[src/rtl/alarm_clock_core_if.sv]
// Pulse inputs and display/status outputs of the alarm clock core.
// The core drives the slave side; the button/display logic drives the master side.
interface alarm_clock_core_if #(
    parameter int NUM_ALARMS = 2
);
    localparam int AW = $clog2(NUM_ALARMS + 1);

    logic          set_pulse;
    logic          add_pulse;
    logic          beep_pulse;
    logic [23:0]   time_bcd;
    logic [23:0]   disp_bcd;
    logic [5:0]    disp_blank;
    logic [AW-1:0] edit_target;
    logic [1:0]    edit_field;
    logic          beep_enabled;
    logic          ringing;
    logic [AW-1:0] ring_id;

    modport master (
        output set_pulse, add_pulse, beep_pulse,
        input  time_bcd, disp_bcd, disp_blank, edit_target, edit_field,
               beep_enabled, ringing, ring_id
    );

    modport slave (
        input  set_pulse, add_pulse, beep_pulse,
        output time_bcd, disp_bcd, disp_blank, edit_target, edit_field,
               beep_enabled, ringing, ring_id
    );
endinterface

[src/rtl/alarm_clock_core.sv]
// BCD hh:mm:ss timekeeper with NUM_ALARMS alarms, field editing, blink mask and ringing.
// Pulse effects are registered (1 cycle); pulses are always accepted, no backpressure.
module alarm_clock_core #(
    parameter int CLK_HZ       = 50_000_000,
    parameter int NUM_ALARMS   = 2,
    parameter int BLINK_CYCLES = 12_500_000,
    parameter int RING_SEC     = 60
) (
    input  logic               clk,
    input  logic               rst,
    alarm_clock_core_if.slave  bus
);
    localparam int AW = $clog2(NUM_ALARMS + 1);
    localparam int PW = $clog2(CLK_HZ);
    localparam int BW = (BLINK_CYCLES > 1) ? $clog2(BLINK_CYCLES) : 1;

    typedef enum logic [1:0] {
        FLD_RUN = 2'd0,
        FLD_SEC = 2'd1,
        FLD_MIN = 2'd2,
        FLD_HR  = 2'd3
    } field_e;

    field_e        r_field, w_field_nxt;
    logic [AW-1:0] r_target, w_target_nxt;
    logic [PW-1:0] r_presc;
    logic [23:0]   r_time;
    logic [23:0]   r_alarm [NUM_ALARMS];
    logic          r_beep;
    logic          r_ring;
    logic [AW-1:0] r_ring_id;
    logic [7:0]    r_ring_cnt;
    logic [BW-1:0] r_blink_cnt;
    logic          r_phase;
    logic [5:0]    r_blank;

    logic          w_run, w_tick, w_set, w_add, w_match;
    logic [AW-1:0] w_match_id;
    logic [23:0]   w_time_tick, w_edit_src, w_edited;
    logic [5:0]    w_mask;

    function automatic logic [7:0] bcd_inc(input logic [7:0] v, input logic [7:0] last);
        if (v == last)
            return 8'h00;
        else if (v[3:0] == 4'd9)
            return {v[7:4] + 4'd1, 4'd0};
        else
            return {v[7:4], v[3:0] + 4'd1};
    endfunction

    assign w_run  = (r_field == FLD_RUN);
    assign w_tick = w_run && (r_presc == PW'(CLK_HZ - 1));
    // While ringing every pulse is consumed as a dismiss and does nothing else.
    assign w_add  = bus.add_pulse && !r_ring && !w_run;
    assign w_set  = bus.set_pulse && !bus.add_pulse && !r_ring;

    always_ff @(posedge clk or posedge rst) begin
        if (rst) begin
            r_field  <= FLD_RUN;
            r_target <= '0;
        end else begin
            r_field  <= w_field_nxt;
            r_target <= w_target_nxt;
        end
    end

    always_comb begin
        w_field_nxt  = r_field;
        w_target_nxt = r_target;
        if (w_set) begin
            case (r_field)
                FLD_RUN: begin
                    w_field_nxt  = FLD_SEC;
                    w_target_nxt = '0;
                end
                FLD_SEC: w_field_nxt = FLD_MIN;
                FLD_MIN: w_field_nxt = FLD_HR;
                default: begin
                    if (r_target == AW'(NUM_ALARMS)) begin
                        w_field_nxt  = FLD_RUN;
                        w_target_nxt = '0;
                    end else begin
                        w_field_nxt  = FLD_SEC;
                        w_target_nxt = r_target + AW'(1);
                    end
                end
            endcase
        end
    end

    always_comb begin
        w_time_tick = r_time;
        w_time_tick[7:0] = bcd_inc(r_time[7:0], 8'h59);
        if (r_time[7:0] == 8'h59)
            w_time_tick[15:8] = bcd_inc(r_time[15:8], 8'h59);
        if (r_time[15:0] == 16'h5959)
            w_time_tick[23:16] = bcd_inc(r_time[23:16], 8'h23);

        w_edit_src = r_time;
        for (int k = 0; k < NUM_ALARMS; k++)
            if (r_target == AW'(k + 1))
                w_edit_src = r_alarm[k];

        w_edited = w_edit_src;
        case (r_field)
            FLD_SEC: w_edited[7:0]   = bcd_inc(w_edit_src[7:0], 8'h59);
            FLD_MIN: w_edited[15:8]  = bcd_inc(w_edit_src[15:8], 8'h59);
            FLD_HR:  w_edited[23:16] = bcd_inc(w_edit_src[23:16], 8'h23);
            default: w_edited = w_edit_src;
        endcase

        // Scan downwards so the lowest-numbered matching alarm wins.
        w_match    = 1'b0;
        w_match_id = '0;
        for (int k = NUM_ALARMS - 1; k >= 0; k--) begin
            if (r_alarm[k] == w_time_tick) begin
                w_match    = 1'b1;
                w_match_id = AW'(k + 1);
            end
        end

        case (r_field)
            FLD_SEC: w_mask = 6'b000011;
            FLD_MIN: w_mask = 6'b001100;
            FLD_HR:  w_mask = 6'b110000;
            default: w_mask = 6'b000000;
        endcase
    end

    always_ff @(posedge clk or posedge rst) begin
        if (rst) begin
            r_presc     <= '0;
            r_time      <= '0;
            for (int k = 0; k < NUM_ALARMS; k++)
                r_alarm[k] <= '0;
            r_beep      <= 1'b0;
            r_ring      <= 1'b0;
            r_ring_id   <= '0;
            r_ring_cnt  <= '0;
            r_blink_cnt <= '0;
            r_phase     <= 1'b0;
            r_blank     <= '0;
        end else begin
            r_presc <= (w_run && !w_tick) ? r_presc + PW'(1) : '0;

            if (w_tick)
                r_time <= w_time_tick;
            else if (w_add && r_target == '0)
                r_time <= w_edited;
            for (int k = 0; k < NUM_ALARMS; k++)
                if (w_add && r_target == AW'(k + 1))
                    r_alarm[k] <= w_edited;

            if (bus.beep_pulse && !r_ring)
                r_beep <= ~r_beep;

            if (r_ring) begin
                if (bus.set_pulse || bus.add_pulse || bus.beep_pulse || !r_beep || !w_run) begin
                    r_ring    <= 1'b0;
                    r_ring_id <= '0;
                end else if (w_tick) begin
                    if (r_ring_cnt == 8'(RING_SEC - 1)) begin
                        r_ring    <= 1'b0;
                        r_ring_id <= '0;
                    end else begin
                        r_ring_cnt <= r_ring_cnt + 8'd1;
                    end
                end
            end else if (w_tick && r_beep && w_match) begin
                r_ring     <= 1'b1;
                r_ring_id  <= w_match_id;
                r_ring_cnt <= '0;
            end

            if (r_blink_cnt == BW'(BLINK_CYCLES - 1)) begin
                r_blink_cnt <= '0;
                r_phase     <= ~r_phase;
            end else begin
                r_blink_cnt <= r_blink_cnt + BW'(1);
            end
            r_blank <= r_phase ? w_mask : 6'b000000;
        end
    end

    assign bus.time_bcd     = r_time;
    assign bus.disp_bcd     = w_edit_src;
    assign bus.disp_blank   = r_blank;
    assign bus.edit_target  = r_target;
    assign bus.edit_field   = r_field;
    assign bus.beep_enabled = r_beep;
    assign bus.ringing      = r_ring;
    assign bus.ring_id      = r_ring_id;
endmodule

[src/flat_wrapper.sv]
// flat-port wrapper written by rule: the top's interface ports become plain ports
module alarm_clock_core_flat 
#(
    parameter int CLK_HZ       = 50_000_000,
    parameter int NUM_ALARMS   = 2,
    parameter int BLINK_CYCLES = 12_500_000,
    parameter int RING_SEC     = 60
)
  (clk, rst, bus_set_pulse, bus_add_pulse, bus_beep_pulse, bus_time_bcd, bus_disp_bcd, bus_disp_blank, bus_edit_target, bus_edit_field, bus_beep_enabled, bus_ringing, bus_ring_id);
  alarm_clock_core_if #(.NUM_ALARMS(NUM_ALARMS)) bus_i ();
  input  logic clk;
  input  logic rst;
  input wire logic [$bits(bus_i.set_pulse)-1:0] bus_set_pulse;
  input wire logic [$bits(bus_i.add_pulse)-1:0] bus_add_pulse;
  input wire logic [$bits(bus_i.beep_pulse)-1:0] bus_beep_pulse;
  output wire logic [$bits(bus_i.time_bcd)-1:0] bus_time_bcd;
  output wire logic [$bits(bus_i.disp_bcd)-1:0] bus_disp_bcd;
  output wire logic [$bits(bus_i.disp_blank)-1:0] bus_disp_blank;
  output wire logic [$bits(bus_i.edit_target)-1:0] bus_edit_target;
  output wire logic [$bits(bus_i.edit_field)-1:0] bus_edit_field;
  output wire logic [$bits(bus_i.beep_enabled)-1:0] bus_beep_enabled;
  output wire logic [$bits(bus_i.ringing)-1:0] bus_ringing;
  output wire logic [$bits(bus_i.ring_id)-1:0] bus_ring_id;
  assign bus_i.set_pulse = bus_set_pulse;
  assign bus_i.add_pulse = bus_add_pulse;
  assign bus_i.beep_pulse = bus_beep_pulse;
  assign bus_time_bcd = bus_i.time_bcd;
  assign bus_disp_bcd = bus_i.disp_bcd;
  assign bus_disp_blank = bus_i.disp_blank;
  assign bus_edit_target = bus_i.edit_target;
  assign bus_edit_field = bus_i.edit_field;
  assign bus_beep_enabled = bus_i.beep_enabled;
  assign bus_ringing = bus_i.ringing;
  assign bus_ring_id = bus_i.ring_id;
  alarm_clock_core #(.CLK_HZ(CLK_HZ), .NUM_ALARMS(NUM_ALARMS), .BLINK_CYCLES(BLINK_CYCLES), .RING_SEC(RING_SEC)) u_core (.clk(clk), .rst(rst), .bus(bus_i));
endmodule
[config.mk]
export PLATFORM = sky130hd
export DESIGN_NAME = alarm_clock_core_flat
export DESIGN_NICKNAME = d
export VERILOG_FILES = /design/src/rtl/alarm_clock_core_if.sv /design/src/rtl/alarm_clock_core.sv /design/src/flat_wrapper.sv
export SDC_FILE = /design/constraint.sdc
export NUM_CORES = 1
export LEC_CHECK = 0
export CAP_MARGIN = 20
export CELL_PAD_IN_SITES_DETAIL_PLACEMENT = 0
export CELL_PAD_IN_SITES_GLOBAL_PLACEMENT = 1
export CORE_MARGIN = 1
export CORE_UTILIZATION = 46
export CTS_CLUSTER_DIAMETER = 120
export DETAILED_ROUTE_END_ITERATION = 7
export PLACE_DENSITY_LB_ADDON = 0.08
export SLEW_MARGIN = 10
export SYNTH_ARGS = -nofsm -noshare
export SYNTH_HDL_FRONTEND = slang
export SYNTH_SLANG_ARGS = --single-unit
export TNS_END_PERCENT = 5
[constraint.sdc]
create_clock -name clk -period 5.75 [get_ports clk]
set_input_delay 0.8625 -clock clk [delete_from_list [all_inputs] [get_ports clk]]
set_output_delay 0.8625 -clock clk [all_outputs]
set_load 0.01 [all_outputs]
== Word level (Yosys, flattened, before mapping) ==
Index checks and enable logic that the tools add are counted.

* Add/subtract/negate cells: 16
* Equality and inequality tests: 28
* Multiplexer cells: 48
* Bitwise gates (word level): 3
* Reduce and logical (&&, ||, !) cells: 29

{| class="wikitable"
|+ Operators by type and width
! operator !! count
|-
| 2-to-1 mux 8 bit || 22
|-
| 2-to-1 mux 24 bit || 5
|-
| adder 4 x 1 -> 4 bit (second input constant) || 12
|-
| == test 24 bit || 2
|-
| == test 8 x 7 -> 1 bit (second input constant) || 4
|-
| adder 26 x 1 -> 26 bit (second input constant) || 1
|-
| == test 26 bit (second input constant) || 1
|-
| 2-to-1 mux 26 bit || 1
|-
| adder 24 x 1 -> 24 bit (second input constant) || 1
|-
| == test 24 bit (second input constant) || 1
|-
| == test 4 bit (second input constant) || 6
|-
| == test 8 x 6 -> 1 bit (second input constant) || 3
|-
| one-hot mux 6 bit (3 select lines) || 1
|-
| == test 16 x 15 -> 1 bit (second input constant) || 1
|-
| 2-to-1 mux 2 bit || 8
|-
| logical AND 1 bit || 12
|-
| adder 8 x 1 -> 8 bit (second input constant) || 1
|-
| 2-to-1 mux 1 bit || 8
|-
| == test 2 bit (second input constant) || 3
|-
| 2-to-1 mux 6 bit || 1
|-
| != test 2 bit (second input constant) || 3
|-
| != test 3 bit (second input constant) || 2
|-
| one-hot mux 2 bit (3 select lines) || 1
|-
| zero test 1 bit || 5
|-
| other kinds (11) || 19
|}

* Flip-flop bits (word level): 145
* Output and inout bits: 62
* Word-level logic and storage cells: 137

== Logic depth before layout (Yosys ltp) ==
* Word-level depth: 10
* Mapped depth: 14

== Least setup slack after synthesis ==
OpenSTA, ideal clock, no wires.

* Path kind: reg-to-reg
* From: register u_core.r_time[9] (netlist: u_core.bus.time_bcd[9])
* To: register u_core.r_ring_id[1] (netlist: u_core.bus.ring_id[1])
* Arrival: 3,241 ps
* Setup slack: 2,389 ps
* Cell stages (with the launch flop): 14
* Buffers on the path: 2
* Path through: dfrtp_1 -> clkbuf_1 -> inv_1 -> ha_1 -> and3b_1 -> buf_2 -> nand4_2 -> or3_1 -> a21boi_2 -> xnor2_1 -> or3_1 -> or4_1 -> a31o_1 -> a31o_1

* Word-level cells in the longest chain between the ends: 10
* Elaborated cells between the ends (all ways): 19
* Classes of those cells: add/sub (1); eq/ne (5); mux (10); reduce/logical (3)

{| class="wikitable"
|+ RTL lines
! element !! line !! text
|-
| start, declared || alarm_clock_core.sv:27 || <nowiki>logic [23:0] r_time;</nowiki>
|-
| start signal, assigned || alarm_clock_core.sv:147 || <nowiki>r_time <= w_time_tick;</nowiki>
|-
| start signal, assigned || alarm_clock_core.sv:149 || <nowiki>r_time <= w_edited;</nowiki>
|-
| adder 4 x 1 -> 4 bit or == test 4 bit (tied branches) || alarm_clock_core.sv:48, alarm_clock_core.sv:45 ||
|-
| 2-to-1 mux 8 bit || alarm_clock_core.sv:45 || <nowiki>else if (v[3:0] == 4'd9)</nowiki>
|-
| 2-to-1 mux 8 bit || alarm_clock_core.sv:43 || <nowiki>if (v == last)</nowiki>
|-
| 2-to-1 mux 8 bit || alarm_clock_core.sv:94 || <nowiki>if (r_time[7:0] == 8'h59)</nowiki>
|-
| == test 24 bit || alarm_clock_core.sv:116 || <nowiki>if (r_alarm[k] == w_time_tick) begin</nowiki>
|-
| 2-to-1 mux 1 bit (2 in series) || alarm_clock_core.sv:116 ||
|-
| logical AND 1 bit || alarm_clock_core.sv:169 || <nowiki>end else if (w_tick && r_beep && w_match) begin</nowiki>
|-
| nonzero test 2 bit (no source line) || - ||
|-
| AND reduction 3 bit (no source line) || - ||
|-
| end signal, assigned || alarm_clock_core.sv:171 || <nowiki>r_ring_id <= w_match_id;</nowiki>
|-
| end, declared || alarm_clock_core.sv:31 || <nowiki>logic [AW-1:0] r_ring_id;</nowiki>
|}

Parallel ways exist; a longest one is shown, timed or not. The select of a mux whose other input is x is not followed.
A chain may end at the register's enable or synchronous reset.

== Final worst setup path ==
* From: register u_core.r_time[0] (netlist: u_core.bus.time_bcd[0])
* To: register u_core.r_ring_id[1] (netlist: u_core.bus.ring_id[1])

* Word-level cells in the longest chain between the ends: 9
* Elaborated cells between the ends (all ways): 19
* Classes of those cells: add/sub (1); eq/ne (5); mux (10); reduce/logical (3)

{| class="wikitable"
|+ RTL lines
! element !! line
|-
| adder 4 x 1 -> 4 bit or == test 4 bit (tied branches) || alarm_clock_core.sv:48, alarm_clock_core.sv:45
|-
| 2-to-1 mux 8 bit || alarm_clock_core.sv:45
|-
| 2-to-1 mux 8 bit || alarm_clock_core.sv:43
|-
| == test 24 bit || alarm_clock_core.sv:116
|-
| 2-to-1 mux 1 bit (2 in series) || alarm_clock_core.sv:116
|-
| logical AND 1 bit || alarm_clock_core.sv:169
|-
| nonzero test 2 bit (no source line) || -
|-
| AND reduction 3 bit (no source line) || -
|}

Parallel ways exist; a longest one is shown, timed or not. The select of a mux whose other input is x is not followed.

==> run_results.csv <==
group,metric,value,unit
setup_path,worstSetupEndpointType,"register",
final_layout,fin_nets,1158,
timing,min_period_over_period,74.18,%
timing,fmax,0.2344,GHz
global_routing,grt_max_degree,111,
routing,drt_iter0_drc,484,
routing,via_count,8015,
final_layout,syn_to_final_growth,15.48,%
clocking,clk_path_buf_depth,2,
placement,post-place-ws,1.509,ns
routing,ant_nets,0,
setup_path,max_stage_delay,0.58,ns
final_layout,mostFrequentLayoutCell,"dfrtp_1",
routing,firstDrtPassIters,5,
setup_path,crit_path_start_kind,"register",
global_routing,antenna_found_initial,0,
clocking,cts_sinks,142,
final_layout,final_cells,1402,
setup_path,critPathRequiredTime,6.07,ns
yosys,syn-num-nets,1123,
yosys,synth_edf_count,0,
timing,max_slew_margin,34.49,%
floorplan,dieArea,20990,um^2
global_routing,grt_pass1_vias,7466,
yosys,ys_types,72,
yosys,yosysWarnings,0,
timing,post-route-min-period,4.265,ns
yosys,synth_cells,1089,
clocking,postCtsHoldBufs,0,
placement,gp_congestion,0.9470,
clocking,ctsResizeCount,0,
power_and_ir_drop,p_per_area,535.5,nW/um^2
clocking,worstSkewPairLatency,0.43,ns
yosys,yosysSeqAreaShare,37.84,%
clocking,cts_root_buffer,"clkbuf_16",
global_routing,grt_usage,26.60,%
routing,wl_per_cell,18.68,um
yosys,synth-seq-cells,142,
yosys,avgSynthCellArea,8.624,um^2
min_path,hp-class,"reg2reg",
placement,post_dp_cell_area,10190,um^2
timing,tightest_slew,0.9799,ns
setup_path,crit_fanout,16,
setup_path,critical_path_buf_inv_count,0,
final_layout,drive_gt1_share,6.420,%
yosys,synth-main-ff-cell,"dfrtp_1",
power_and_ir_drop,vdd_drop_max,245.1,uV
outcome,status,"finished clean",
floorplan,io_pins,67,
clocking,clkTransAtPathRegs,0.07,ns
floorplan,die_y,144.9,um
yosys,ys_async_sr_fraction,100.0,%
power_and_ir_drop,leakage,4.572,nW
timing,timing.setup.tns,0,ns
routing,drc_errors,0,
yosys,syn_area,9392,um^2
timing,setup_viol_count_final,0,
setup_path,path_class,"reg2reg",
setup_path,worstPathArrival,4.59,ns
final_layout,final_area,10850,um^2
placement,place.detailed.hpwl,19040,um
placement,dp_cells,1369,
routing,via_per_inst,5.717,
global_routing,grt_pass1_wl,42040,um
timing,rsz0062_at_grt,"false",
clocking,htree_levels,4,
floorplan,num_rows,51,
timing,whs,0.4859,ns
timing,setup_slack,1.485,ns
final_layout,num_antenna_cells,0,
timing,slew_violations,0,
clocking,post_cts_buffers,0,
clocking,cts_tree,"done",
setup_path,path_delay_family,"simple AND/OR/NAND/NOR gates",
setup_path,crit_chain,"ha_1 > and3b_1 > nand4_2 > or3_1 > a21boi_2 > xnor2_1 > or3_1 > or4_1 > a31o_1 > a31o_1",
clocking,numCtsBuffers,17,
final_layout,layout_common_cells,"dfrtp_1, nand2_1, nor2_1",
run,max_cap_viol_count,0,
floorplan,start_util,47.63,%
floorplan,die_w,144.9,um
global_routing,gr-total-overflow,0,
placement,io_buffers,66,
routing,routed_wl,26190,um
timing,clock_skew,0.01131,ns
floorplan,coreArea,19720,um^2
setup_path,cpMaxStageDelayCell,"and3b_1",
timing,final_hold_viol_count,0,
-- routing by layer --
metal	GRT usage, %	vias up	routed length [um]	part of all wire [%]
met4	6.648	0	386	1.5
met5	0	-	0	0
met1	36.68	3876	12280	47
met3	5.429	24	1285	4.9
met2	42.51	171	12230	47
li1	-	3944	-	-
-- cell families (layout without fill, tap and decap cells) --
logic type,after synthesis,count (layout),share of synthesized area [%]
adders and majority gates,29,29,3.864
muxes,38,38,4.356
buffers and inverters,88,136,3.930
AOI/OAI and AO/OA,214,214,14.83
xor gates and xnor gates,102,102,9.512
DFF,142,142,37.84
and+or+nand+nor,476,476,25.67
-- cell usage after synthesis, types with 4 or more instances --
| master | n | area (um^2) |
|---|---|---|
| nand2b_1 | 12 | 75.07 |
| mux2i_1 | 24 | 240.2 |
| a221o_1 | 7 | 70.07 |
| a31oi_1 | 6 | 37.54 |
| o31ai_1 | 8 | 60.06 |
| or3_1 | 12 | 75.07 |
| nand4b_1 | 6 | 52.55 |
| and4_1 | 7 | 61.31 |
| and2_1 | 10 | 62.56 |
| dfrtp_1 | 142 | 3553 |
| o221ai_1 | 10 | 87.58 |
| mux2_2 | 13 | 146.4 |
| a211oi_1 | 18 | 135.1 |
| o22a_1 | 4 | 35.03 |
| nor2_1 | 120 | 450.4 |
| o22ai_1 | 9 | 56.30 |
| inv_1 | 30 | 112.6 |
| buf_4 | 4 | 30.03 |
| nor2b_1 | 17 | 106.4 |
| nand4_1 | 24 | 150.1 |
| nor3_1 | 21 | 105.1 |
| a211o_1 | 6 | 52.55 |
| a21oi_1 | 38 | 190.2 |
| xnor2_1 | 52 | 455.4 |
| buf_2 | 13 | 65.06 |
| buf_1 | 4 | 15.01 |
| o21ai_0 | 73 | 365.4 |
| and3b_1 | 6 | 52.55 |
| xor2_1 | 50 | 437.9 |
| nor4_1 | 14 | 87.58 |
| and3_1 | 14 | 87.58 |
| nand2_1 | 140 | 525.5 |
| nand3_1 | 41 | 205.2 |
| ha_1 | 29 | 362.9 |
| nand3b_1 | 4 | 30.03 |
| nor3b_1 | 5 | 37.54 |
| clkbuf_1 | 36 | 135.1 |
| a22oi_1 | 7 | 52.55 |
-- report_power, final --
group | total, mW | switching [mW] | internal [mW]
logic | 2.94 | 1.66 | 1.28
registers | 1.69 | 0.454 | 1.23
clock network | 1.18 | 0.481 | 0.701
-- worst reg2reg max path, stage by stage, from the launching register on --
cell and delay, ns:
dfrtp_1 0.56, ha_1 0.35, and3b_1 0.58, nand4_2 0.49, or3_1 0.51, a21boi_2 0.19
xnor2_1 0.16, or3_1 0.35, or4_1 0.56, a31o_1 0.24, a31o_1 0.18
-- layout make-up --
| cell class | count | area [um^2] |
|---|---|---|
| Clock buffer | 17 | 425.4 |
| Clock inverter | 15 | 201.4 |
| Fill cell | 1854 | 8872 |
| Inverter | 30 | 117.6 |
| Multi-Input combinational cell | 859 | 5474 |
| Sequential cell | 142 | 3555 |
| Tap cell | 265 | 331.6 |
| Timing Repair Buffer | 74 | 740.7 |
-- path summary, 6_finish.rpt --
path,slack [ns],endpoint,start,cells past startpoint
max in group asynchronous,4.18,u_core.bus.edit_target[0],rst,3
worst max register to register,1.48,u_core.bus.ring_id[1],u_core.bus.time_bcd[0],10
worst min-delay path,0.49,u_core.r_presc[0],u_core.r_presc[0],1
min in group asynchronous,0.80,u_core.r_blink_cnt[12],rst,2
worst min register to register,0.49,u_core.r_presc[0],u_core.r_presc[0],1
worst max-delay path,1.48,u_core.bus.ring_id[1],u_core.bus.time_bcd[0],10
-- per-stage QoR --
stage                     power [mW]  utilization, %
after floorplan                3.523               -
after global placement         4.603           51.68
after detailed placement       4.624           51.68
after CTS                      5.829           54.86
after global routing           6.234           55.00
final                          5.807           55.00
-- registers in the layout, summed over array words and instances, names as in the netlist --
| register | cells |
|---|---|
| u_core.r_ring_cnt | 8 |
| u_core.r_phase | 1 |
| u_core.bus.edit_target | 2 |
| u_core.bus.disp_blank | 3 |
| u_core.bus.ringing | 1 |
| u_core.bus.edit_field | 2 |
| u_core.r_alarm | 48 |
| u_core.bus.ring_id | 2 |
| u_core.bus.time_bcd | 24 |
| u_core.bus.beep_enabled | 1 |
| u_core.r_blink_cnt | 24 |
| u_core.r_presc | 26 |
Power figures use the tool's default switching activity.
